File: src/rtl/serial_addsub.sv
// Digit-serial adder/subtractor: DIGIT bits per clock, LSB first, WIDTH+1-bit result with done pulse.
// Optional signed-overflow output built only when SERIAL_ADDSUB_OVF_EN is defined.
module serial_addsub #(
   parameter int WIDTH = 8,
   parameter int DIGIT = 1
) (
   input  logic             clk,
   input  logic             resetn,
   input  logic             start,
   input  logic             sub,
   input  logic             cin,
   input  logic [WIDTH-1:0] A,
   input  logic [WIDTH-1:0] B,
   output logic             busy,
   output logic             done,
   output logic [WIDTH:0]   sum
`ifdef SERIAL_ADDSUB_OVF_EN
   ,
   output logic             ovf
`endif
);

   localparam int N  = WIDTH / DIGIT;
   localparam int CW = (N > 1) ? $clog2(N) : 1;

   typedef enum logic {IDLE, RUN} state_t;

   state_t               state_q, state_d;
   logic [WIDTH-1:0]     a_q, a_d;
   logic [WIDTH-1:0]     b_q, b_d;
   logic [WIDTH-1:0]     res_q, res_d;
   logic                 carry_q, carry_d;
   logic                 sub_q, sub_d;
   logic [CW-1:0]        cnt_q, cnt_d;
   logic                 done_q, done_d;
   logic [WIDTH:0]       sum_q, sum_d;
   logic [DIGIT:0]       dsum;
   logic [WIDTH+DIGIT-1:0] res_cat;
   logic                 last;
`ifdef SERIAL_ADDSUB_OVF_EN
   logic                 ovf_q, ovf_d;
`endif

   // One digit of the ripple: B is already inverted for subtraction.
   assign dsum    = {1'b0, a_q[DIGIT-1:0]} + {1'b0, b_q[DIGIT-1:0]} + {{DIGIT{1'b0}}, carry_q};
   assign res_cat = {dsum[DIGIT-1:0], res_q};
   assign last    = (cnt_q == CW'(N - 1));

   always_comb begin
      state_d = state_q;
      a_d     = a_q;
      b_d     = b_q;
      res_d   = res_q;
      carry_d = carry_q;
      sub_d   = sub_q;
      cnt_d   = cnt_q;
      done_d  = 1'b0;
      sum_d   = sum_q;
`ifdef SERIAL_ADDSUB_OVF_EN
      ovf_d   = ovf_q;
`endif
      case (state_q)
         IDLE: begin
            if (start) begin
               a_d     = A;
               b_d     = B ^ {WIDTH{sub}};
               carry_d = cin ^ sub;
               sub_d   = sub;
               cnt_d   = '0;
               state_d = RUN;
            end
         end
         RUN: begin
            a_d     = a_q >> DIGIT;
            b_d     = b_q >> DIGIT;
            carry_d = dsum[DIGIT];
            res_d   = res_cat[WIDTH+DIGIT-1:DIGIT];
            if (last) begin
               // Subtraction reports borrow, the complement of the final carry.
               sum_d   = {sub_q ^ dsum[DIGIT], res_cat[WIDTH+DIGIT-1:DIGIT]};
`ifdef SERIAL_ADDSUB_OVF_EN
               // Carry into the MSB recovered from the MSB sum bit: s = a ^ b ^ c.
               ovf_d   = (a_q[DIGIT-1] ^ b_q[DIGIT-1] ^ dsum[DIGIT-1]) ^ dsum[DIGIT];
`endif
               done_d  = 1'b1;
               cnt_d   = '0;
               state_d = IDLE;
            end else begin
               cnt_d = cnt_q + CW'(1);
            end
         end
         default: state_d = IDLE;
      endcase
   end

   always_ff @(posedge clk or negedge resetn) begin
      if (!resetn) begin
         state_q <= IDLE;
         a_q     <= '0;
         b_q     <= '0;
         res_q   <= '0;
         carry_q <= 1'b0;
         sub_q   <= 1'b0;
         cnt_q   <= '0;
         done_q  <= 1'b0;
         sum_q   <= '0;
`ifdef SERIAL_ADDSUB_OVF_EN
         ovf_q   <= 1'b0;
`endif
      end else begin
         state_q <= state_d;
         a_q     <= a_d;
         b_q     <= b_d;
         res_q   <= res_d;
         carry_q <= carry_d;
         sub_q   <= sub_d;
         cnt_q   <= cnt_d;
         done_q  <= done_d;
         sum_q   <= sum_d;
`ifdef SERIAL_ADDSUB_OVF_EN
         ovf_q   <= ovf_d;
`endif
      end
   end

   assign busy = (state_q == RUN);
   assign done = done_q;
   assign sum  = sum_q;
`ifdef SERIAL_ADDSUB_OVF_EN
   assign ovf  = ovf_q;
`endif

endmodule
File: config.mk
export PLATFORM = sky130hd
export DESIGN_NAME = serial_addsub
export DESIGN_NICKNAME = d
export VERILOG_FILES = /design/src/rtl/serial_addsub.sv
export SDC_FILE = /design/constraint.sdc
export NUM_CORES = 1
export LEC_CHECK = 0
export ABC_AREA = 1
export ABC_CLOCK_PERIOD_IN_PS = 2150
export CAP_MARGIN = 20
export CORE_MARGIN = 1.5
export CORE_UTILIZATION = 45
export CTS_CLUSTER_SIZE = 25
export DETAILED_ROUTE_END_ITERATION = 12
export GPL_ROUTABILITY_DRIVEN = 0
export HOLD_SLACK_MARGIN = 0.12
export PLACE_DENSITY = 0.7
export RECOVER_POWER = 100
export SYNTH_ARGS = -nofsm -noshare
export SYNTH_HDL_FRONTEND = slang
export SYNTH_SLANG_ARGS = --single-unit
File: constraint.sdc
create_clock -name clk -period 2.15 [get_ports clk]
set_input_delay 0.3225 -clock clk [delete_from_list [all_inputs] [get_ports clk]]
set_output_delay 0.3225 -clock clk [all_outputs]
set_load 0.01 [all_outputs]
==> out/metrics.csv, run 1 <==
stage,metric,value,unit
run_status,status,completed,
placed_design,placed_cells,298,
route,vias_per_cell,4.59,
sta,min_period,1.66,ns
sta,skew,0.00694,ns
final_layout,area_growth,19.1,%
yosys,yosys.area.top_type,dfrtp_1,
pwr,sw_frac_of_total,36.7,%
yosys,synth.net_count,248,
route,ant_nets,0,
pwr,clockPowerShare,18.1,%
pwr,power.density,1180,mW/mm²
sta,finalSetupTns,0,ns
sta,timing.final.ws_setup,0.487,ns
yosys,synth_warnings,0,
critical_path,crit_cells,4,
route,firstDrtPassIters,4,
final_layout,final_area,0.00221,mm²
critical_path,critPathSlowestCell,nor2_4,
sta,final.period_utilization,77.3,%
die,start_util,46.5,%
die,core-area,0.00400,mm²
clock_network,post_cts_buffers,0,
yosys,synth.most_common_cell,nand2_1,
run,drv_cap,0,
clock_network,insertion_delay,0.29,ns
yosys,synth_top_area_share,52.5,%
critical_path,crit_buf_inv,1,
route,dr.first_iter.drc_count,52,
sta,setup_viol,0,
clock_network,clk_pin_slew,0.08,ns
sta,drv_slew,0,
critical_path,crit_fanout,35,
yosys,synth.cell_area,0.00186,mm²
yosys,ys_seq_area_share,52.5,%
grt,antenna_found_initial,0,
yosys,avgSynthCellArea,8.30,µm²
critical_path,worst-endpoint-arrival,1.89,ns
clock_network,cts_buffer_depth,2,
route,wl,3190,µm
critical_path,critPathRequiredTime,2.38,ns
critical_path,crit_family,simple AND/OR/NAND/NOR gates,
pwr,intPower,1660,µW
sta,max_freq,601,MHz
final_layout,fin_cells,306,
die,dieWidth,67.3,µm
yosys,synth.area.top_cells,"dfrtp_1 52%, nand2_1 22%, inv_1 5.5%",
die,die-area,0.00453,mm²
die,die-height,67.3,µm
placed_design,port_buffers,31,
clock_network,cts_tree,built,
final_layout,fill_cells,406,
sta,final_hold_viol_count,0,
yosys,netlist_top_cells_count,"107 x nand2_1, 39 x dfrtp_1, 27 x inv_1",
critical_path,criticalPathCategory,reg -> reg,
route,vias,1406,
pwr,comb_power_share,36.9,%
critical_path,path_cells,clkbuf_2 -> nor2_4 -> nand2_1 -> nand3_1,
pwr,pwr-share-seq,44.9,%
placed_design,pre_cts_slack,0.661,ns
yosys,ys.flop_type,dfrtp_1,
clock_network,clock-root-buffer,clkbuf_8,
clock_network,postCtsResizedCells,0,
pwr,net-switching-power,960,µW
grt,grt_pass1_wl,5770,µm
sta,maxSlewHeadroom,35.3,%
die,pin_count,32,
critical_path,rr_worst_depth,4,
pwr,ir_worst_vdd,456,µV
yosys,synth-edff-count,0,
pwr,p_leak,0.00123,µW
route,drc,0,
clock_network,numCtsBuffers,5,
sta,tightest_slew,0.970,ns
final_layout,final_layout_size_suffix_gt1_share,6.64,%
critical_path,end_kind,flop,
sta,rsz0062_at_grt,false,
placed_design,placed_cell_area,0.00216,mm²
critical_path,critPathMaxStageDelay,0.56,ns
grt,grt-ovfl-total,0,
final_layout,diodes,0,
yosys,ys_types,19,
die,fp-row-count,23,
grt,grt.total_usage,17.3,%
yosys,ys_ff_latch,39,
clock_network,htreeDepth,2,
critical_path,startpoint_type,flop,
final_layout,fin_nets,279,
grt,grt_pass1_vias,1360,
grt,grt_max_degree,40,
yosys,async_reset_ff_share,100,%
yosys,synthCells,224,
clock_network,ctsHoldBuffers,0,
clock_network,clock_sinks,39,
route,wl_per_cell,10.4,µm
placed_design,hpwlAfterDp,2140,µm
min_path,hp-class,in -> async,
## power groups by stage
stage / clock network, µW / registers, µW / logic, µW
detailed placement: 0 / 1200 / 1070
CTS: 492 / 1190 / 1080
finish: 475 / 1180 / 967
global route: 520 / 1220 / 1140
global placement: 0 / 1190 / 1040
floorplan: 0 / 1210 / 755
## final cells by class
cell class              instances  area [µm²]  share of cell area, %
repair buffers                 33         318                   14.4
well taps                      50        62.6                   2.82
clock inverters                 3        15.0                  0.678
clock buffers                   5        68.8                   3.11
flip-flops and latches         39         976                   44.1
multi-input cells             147         666                   30.1
inverters                      29         109                   4.92
## per-stage QoR
| step | power [µW] | hold WS (ns) | util [%] |
|---|---|---|---|
| after floorplan | 1970 | 0.0269 | - |
| after global placement | 2230 | 0.458 | 53.9 |
| after detailed placement | 2270 | 0.465 | 53.9 |
| after CTS | 2750 | 0.165 | 56.0 |
| after global routing | 2880 | 0.257 | 55.4 |
| final | 2620 | 0.176 | 55.4 |
## cells in the final DEF, fill, tap and decap left out, drive strengths merged
master,count
nor2,4
inv,28
nand3,9
clkdlybuf4s50,19
o21ai,15
nand2,108
fa,1
clkbuf,7
dfrtp,39
a21oi,8
ha,2
dlygate4sd3,11
buf,1
clkinv,4
## per-layer routing
layer	GRT usage [%]	share of wire, %
met1	20.0	48
met4	7.65	2.2
met5	0	0
met2	29.7	46
met3	5.00	3.7
## path summary, 6_finish.rpt
check / slack [ns] / start / end
max in group asynchronous: 1.38 / resetn / b_q[7]
worst max register to register: 0.49 / busy / a_q[6]
worst min register to register: 0.48 / cnt_q[1] / cnt_q[1]
worst max-delay path: 0.49 / busy / a_q[6]
worst min-delay path: 0.18 / resetn / res_q[6]
min in group clk: 0.48 / cnt_q[1] / cnt_q[1]
## cells by family after synthesis
kind of cell / after synthesis / synth area share [%]
AND/OR/NAND/NOR: 121 / 27.0
AO/OA/AOI/OAI: 23 / 7.60
adder cells (fa/ha/maj): 3 / 2.42
flip-flops: 39 / 52.5
buffers and inverters: 38 / 10.5
## flip-flops by register name, summed over array words and instances (netlist names)
signal / flops
sum: 9
a_q: 8
b_q: 8
res_q: 7
cnt_q: 3
busy: 1
carry_q: 1
done: 1
sub_q: 1
Note: power is estimated with default switching activity, not from simulation.
==> inputs of run 2 (changes only) <==
--- a/config.mk
+++ b/config.mk
@@ -6,7 +6,7 @@
 export NUM_CORES = 1
 export LEC_CHECK = 0
 export ABC_AREA = 1
-export ABC_CLOCK_PERIOD_IN_PS = 2150
+export ABC_CLOCK_PERIOD_IN_PS = 1550
 export CAP_MARGIN = 20
 export CORE_MARGIN = 1.5
 export CORE_UTILIZATION = 45
==> constraint.sdc (replaced) <==
create_clock -name clk -period 1.55 [get_ports clk]
set_input_delay 0.2325 -clock clk [delete_from_list [all_inputs] [get_ports clk]]
set_output_delay 0.2325 -clock clk [all_outputs]
set_load 0.01 [all_outputs]
==> out/metrics.csv, run 2 (same netlist as run 1, synthesis figures left out) <==
stage,metric,value,unit
run_status,status,completed,
grt,grtUsageMet1,19.5,%
sta,hold_ws,0.432,ns
die,start_util,46.5,%
final_layout,mostFrequentLayoutCell,nand2_1,
final_layout,area_growth,20.7,%
run,drv_cap,0,
die,core-area,0.00400,mm²
critical_path,critPathMaxStageDelay,0.59,ns
critical_path,criticalPathCategory,reg -> out,
final_layout,post-route-util,56.1,%
sta,skew,0.00468,ns
sta,tightest_slew,0.491,ns
sta,rsz0062_at_grt,false,
die,die-height,67.3,µm
sta,drv_slew,0,
final_layout,mostFrequentLayoutCells,"107 x nand2_1, 39 x dfrtp_1, 29 x clkdlybuf4s50_1",
sta,min_period,1.46,ns
critical_path,crit_family,buffers and inverters,
placed_design,hpwlAfterDp,2230,µm
final_layout,largest_reg_flops,9,
grt,grt-ovfl-total,0,
clock_network,clock-root-buffer,clkbuf_8,
grt,grt.total_usage,16.8,%
pwr,pwr-share-seq,43.8,%
final_layout,final_layout_size_suffix_gt1_share,6.56,%
clock_network,cts_tree,built,
sta,finalSetupTns,0,ns
clock_network,cts_buffer_depth,2,
pwr,net-switching-power,1310,µW
pwr,ir_worst_vdd,720,µV
sta,final.period_utilization,94.3,%
route,dr.first_iter.drc_count,94,
placed_design,placed_cell_area,0.00220,mm²
final_layout,diodes,0,
final_layout,fin_nets,283,
pwr,power.density,1660,mW/mm²
critical_path,rr_worst_depth,6,
route,drc,0,
clock_network,clock_sinks,39,
grt,grt_pass1_vias,1349,
critical_path,crit_fanout,1,
die,die-area,0.00453,mm²
critical_path,worst-endpoint-arrival,1.23,ns
route,vias_per_cell,4.66,
pwr,comb_power_share,38.0,%
sta,max_freq,684,MHz
sta,setup_viol,0,
route,vias,1439,
placed_design,pre_cts_slack,0.188,ns
die,fp-row-count,23,
sta,maxSlewHeadroom,67.3,%
die,pin_count,32,
clock_network,clk_pin_slew,0.07,ns
grt,use_met2,28.3,%
critical_path,rr_startpoint,cnt_q[0],
critical_path,rrSetupSlack,0.23,ns
grt,grt_max_degree,25,
route,firstDrtPassIters,4,
min_path,hp-class,in -> async,
pwr,clockPowerShare,18.2,%
critical_path,critPathRequiredTime,1.32,ns
critical_path,timing.rr.end,sum[8],
critical_path,end_kind,primary output,
die,dieWidth,67.3,µm
clock_network,insertion_delay,0.29,ns
critical_path,startpoint_type,flop,
final_layout,final_area,0.00224,mm²
route,ant_nets,0,
route,wl_per_cell,10.2,µm
grt,grt_pass1_wl,5670,µm
critical_path,crit_buf_inv,1,
sta,timing.final.ws_setup,0.0881,ns
route,wl,3140,µm
clock_network,numCtsBuffers,5,
pwr,p_leak,0.00122,µW
clock_network,htreeDepth,2,
pwr,intPower,2410,µW
pwr,sw_frac_of_total,35.2,%
critical_path,critPathSlowestCell,dlygate4sd3_1,
sta,final_hold_viol_count,0,
grt,top_usage_layer,met2,
placed_design,port_buffers,31,
grt,grt_use_met3,4.83,%
clock_network,postCtsResizedCells,0,
critical_path,path_cells,dlygate4sd3_1,
grt,antenna_found_initial,0,
## run 2: cell types whose count changed in the layout (fill, tap and decap cells not counted)
| cell | previous run | this run |
|---|---|---|
| clkdlybuf4s50_1 | 19 | 29 |
| nor2_1 | 2 | 3 |
| clkbuf_1 | 0 | 1 |
| buf_12 | 0 | 1 |
| clkinv_2 | 3 | 1 |
| dlygate4sd3_1 | 11 | 2 |
| clkbuf_8 | 5 | 6 |
| buf_4 | 1 | 2 |
| nor2_8 | 1 | 0 |
## run 2: how the worst max path moves through the flow
stage,from,endpoint,depth (start not counted)
floorplan,cnt_q[0],sum[6],6
global placement,start,a_q[0],5
detailed placement,cnt_q[0],sum[8],6
CTS,sum[0],sum[0],1
global route,done,done,1
finish,done,done,1
## run 2: what timing repair did
action / CTS / global route
endpoints found under the setup margin: 0 / 0
buffers inserted: 0 / 0
endpoints found under the hold margin: 19 / 0
hold buffers: 1 / 0
## run 2: worst register-to-register path, stage by stage (launching register included)
cell and delay, ns:
dfrtp_1 0.39, ha_1 0.20, ha_1 0.22, nand2_4 0.17, inv_1 0.11, nand3_1 0.08
nand2_1 0.05
## run 2: stage by stage
step	cells	total power (µW)
final	309	3720
after global routing	309	4090
after CTS	309	3910
after detailed placement	301	3210
after global placement	301	3160
after floorplan	224	2730
## run 2: power groups by stage
stage | sequential [µW] | combinational (µW) | clock (µW)
4_1_cts | 1640 | 1560 | 713
5_1_grt | 1680 | 1660 | 747
6_report | 1630 | 1420 | 678
2_1_floorplan | 1680 | 1050 | 0
3_3_place_gp | 1640 | 1520 | 0
3_5_place_dp | 1660 | 1550 | 0
## run 2: final cells by class
class / instances / area, µm²
Timing Repair Buffer: 37 / 359
Fill cell: 403 / 1760
Multi-Input combinational cell: 147 / 649
Sequential cell: 39 / 976
Clock inverter: 1 / 5.00
Tap cell: 50 / 62.6
Inverter: 29 / 109
Clock buffer: 6 / 82.6
## run 2: per-layer routing
metal | vias up | part of all wire (%)
met4 | 0 | 2.4
li1 | 741 | -
met5 | - | 0
met3 | 7 | 4.1
met1 | 662 | 47
met2 | 29 | 47
==> inputs of run 3 (changes only) <==
--- a/config.mk
+++ b/config.mk
@@ -5,7 +5,6 @@
 export SDC_FILE = /design/constraint.sdc
 export NUM_CORES = 1
 export LEC_CHECK = 0
-export ABC_AREA = 1
 export ABC_CLOCK_PERIOD_IN_PS = 1550
 export CAP_MARGIN = 20
 export CORE_MARGIN = 1.5
==> out/metrics.csv, run 3 <==
stage,metric,value,unit
yosys,synth_top_area_share,57.2,%
clock_network,cts_tree,built,
grt,antenna_found_initial,0,
pwr,intPower,2610,µW
die,die-height,64.6,µm
final_layout,fin_nets,193,
route,ant_nets,0,
route,wl,2890,µm
grt,grt-ovfl-total,0,
grt,grt_pass1_wl,5070,µm
critical_path,end_kind,primary output,
critical_path,crit_family,buffers and inverters,
yosys,async_reset_ff_share,100,%
clock_network,numCtsBuffers,5,
die,die-area,0.00417,mm²
sta,finalSetupTns,0,ns
sta,setup_viol,0,
pwr,sw_frac_of_total,30.4,%
grt,grt.total_usage,16.2,%
final_layout,fin_cells,218,
pwr,comb_power_share,36.4,%
grt,grt_pass1_vias,1135,
pwr,pwr-share-seq,46.3,%
yosys,synth.net_count,155,
yosys,ys.flop_type,dfrtp_1,
clock_network,htreeDepth,2,
die,core-area,0.00366,mm²
clock_network,insertion_delay,0.29,ns
pwr,clockPowerShare,17.4,%
yosys,synth_warnings,0,
clock_network,clk_pin_slew,0.07,ns
pwr,net-switching-power,1140,µW
yosys,ys_seq_area_share,57.2,%
route,dr.first_iter.drc_count,41,
critical_path,crit_buf_inv,1,
clock_network,cts_buffer_depth,2,
yosys,avgSynthCellArea,13.0,µm²
placed_design,placed_cells,209,
critical_path,crit_fanout,2,
clock_network,post_cts_buffers,0,
yosys,synthCells,131,
critical_path,critPathMaxStageDelay,0.60,ns
die,start_util,46.6,%
route,vias_per_cell,5.10,
die,pin_count,32,
sta,skew,0.00627,ns
critical_path,worst-endpoint-arrival,1.26,ns
final_layout,area_growth,27.7,%
min_path,hp-class,reg -> reg,
run_status,status,completed,
critical_path,startpoint_type,flop,
pwr,p_leak,0.000973,µW
run,drv_cap,0,
grt,grt_max_degree,43,
route,wl_per_cell,13.3,µm
yosys,synth-edff-count,0,
critical_path,criticalPathCategory,reg -> out,
critical_path,path_cells,dlygate4sd3_1,
yosys,ys_ff_latch,39,
final_layout,post-route-util,59.5,%
sta,rsz0062_at_grt,false,
yosys,netlist_top_cells_count,"39 x dfrtp_1, 17 x mux2_2, 11 x nand2_1",
yosys,synth.area.top_cells,"dfrtp_1 57%, mux2_2 11%, mux2i_1 4.7%",
placed_design,hpwlAfterDp,2040,µm
pwr,ir_worst_vdd,715,µV
pwr,fin_total_pwr,3740,µW
die,dieWidth,64.6,µm
final_layout,mostFrequentLayoutCells,"39 x dfrtp_1, 25 x clkdlybuf4s50_1, 17 x mux2_2",
sta,tightest_slew,0.942,ns
route,drc,0,
critical_path,critPathRequiredTime,1.32,ns
clock_network,clock_sinks,39,
final_layout,final_layout_size_suffix_gt1_share,17.1,%
final_layout,diodes,0,
placed_design,port_buffers,31,
final_layout,largest_reg_flops,9,
sta,max_freq,672,MHz
placed_design,pre_cts_slack,0.0350,ns
sta,final.period_utilization,96.1,%
sta,final_hold_viol_count,0,
sta,maxSlewHeadroom,37.2,%
yosys,yosys.area.top_type,dfrtp_1,
final_layout,mostFrequentLayoutCell,dfrtp_1,
yosys,synth.most_common_cell,dfrtp_1,
sta,min_period,1.49,ns
critical_path,critPathSlowestCell,dlygate4sd3_1,
route,firstDrtPassIters,4,
yosys,synth.cell_area,0.00171,mm²
sta,drv_slew,0,
die,fp-row-count,22,
clock_network,clock-root-buffer,clkbuf_8,
yosys,ys_types,24,
pwr,power.density,1720,mW/mm²
route,vias,1111,
sta,timing.final.ws_setup,0.0611,ns
-- run 3: changes by cell type in the layout (fill, tap and decap cells not counted), sizes merged, moves of 6 or more --
cell,before,now
nand2,108,12
mux2,0,17
xor2,0,6
nand3,9,0
inv,28,1
mux2i,0,8
a21oi,8,0
o21ai,15,7
-- run 3: timing repair --
| item | in CTS | in global routing |
|---|---|---|
| gates resized for setup | 0 | 1 |
| setup endpoints to repair | 0 | 9 |
| endpoints found under the hold margin | 17 | 0 |
| hold buffers | 1 | 0 |
-- run 3: area by class of cell --
type / instances / area, µm²
well taps: 48 / 60.1
inverters: 1 / 3.75
fillers: 301 / 1480
repair buffers: 38 / 369
clock buffers: 7 / 76.3
multi-input cells: 84 / 689
flip-flops and latches: 39 / 976
clock inverters: 1 / 5.00
-- run 3: cells by family (layout without fill, tap and decap cells) --
family                     after synthesis  count (layout)  synth area share [%]
DFF                                     39              39                  57.2
and+or+nand+nor                         27              27                  8.29
muxes                                   25              25                  15.9
AOI/OAI and AO/OA                       19              19                  8.14
xor gates and xnor gates                10              10                  5.13
buffers and inverters                    8              47                  2.71
adders and majority gates                3               3                  2.64
-- run 3: metrics by stage --
step	hold slack (ns)	cell area, µm²
CTS	0.413	2190
detailed placement	0.190	2100
finish	0.492	2180
global route	0.518	2180
global placement	0.183	2100
floorplan	-0.0631	1710
-- run 3: power by group through the flow --
stage / logic (µW) / clock network, µW / registers [µW]
final: 1360 / 650 / 1730
after global routing: 1500 / 724 / 1800
after CTS: 1400 / 682 / 1740
after detailed placement: 1400 / 0 / 1750
after global placement: 1360 / 0 / 1740
after floorplan: 832 / 0 / 1760
-- run 3: worst paths after layout --
check	slack, ns	cells after the start	to	start
max in group asynchronous	0.23	3	b_q[2]	resetn
min in group asynchronous	0.60	2	sum[5]	resetn
hold reg to reg	0.49	2	a_q[5]	a_q[6]
setup reg to reg	0.11	4	sum[3]	cnt_q[0]
hold / removal	0.49	2	a_q[5]	a_q[6]
setup / recovery	0.06	1	sum[4]	sum[4]
-- run 3: per-layer routing --
metal	global-route usage, %	wire, µm	vias up	part of all wire (%)
met5	0	0	-	0
met4	7.18	54	0	1.9
met1	19.0	1300	539	45
li1	-	-	535	-
met3	5.56	147	6	5.1
met2	26.8	1380	31	48
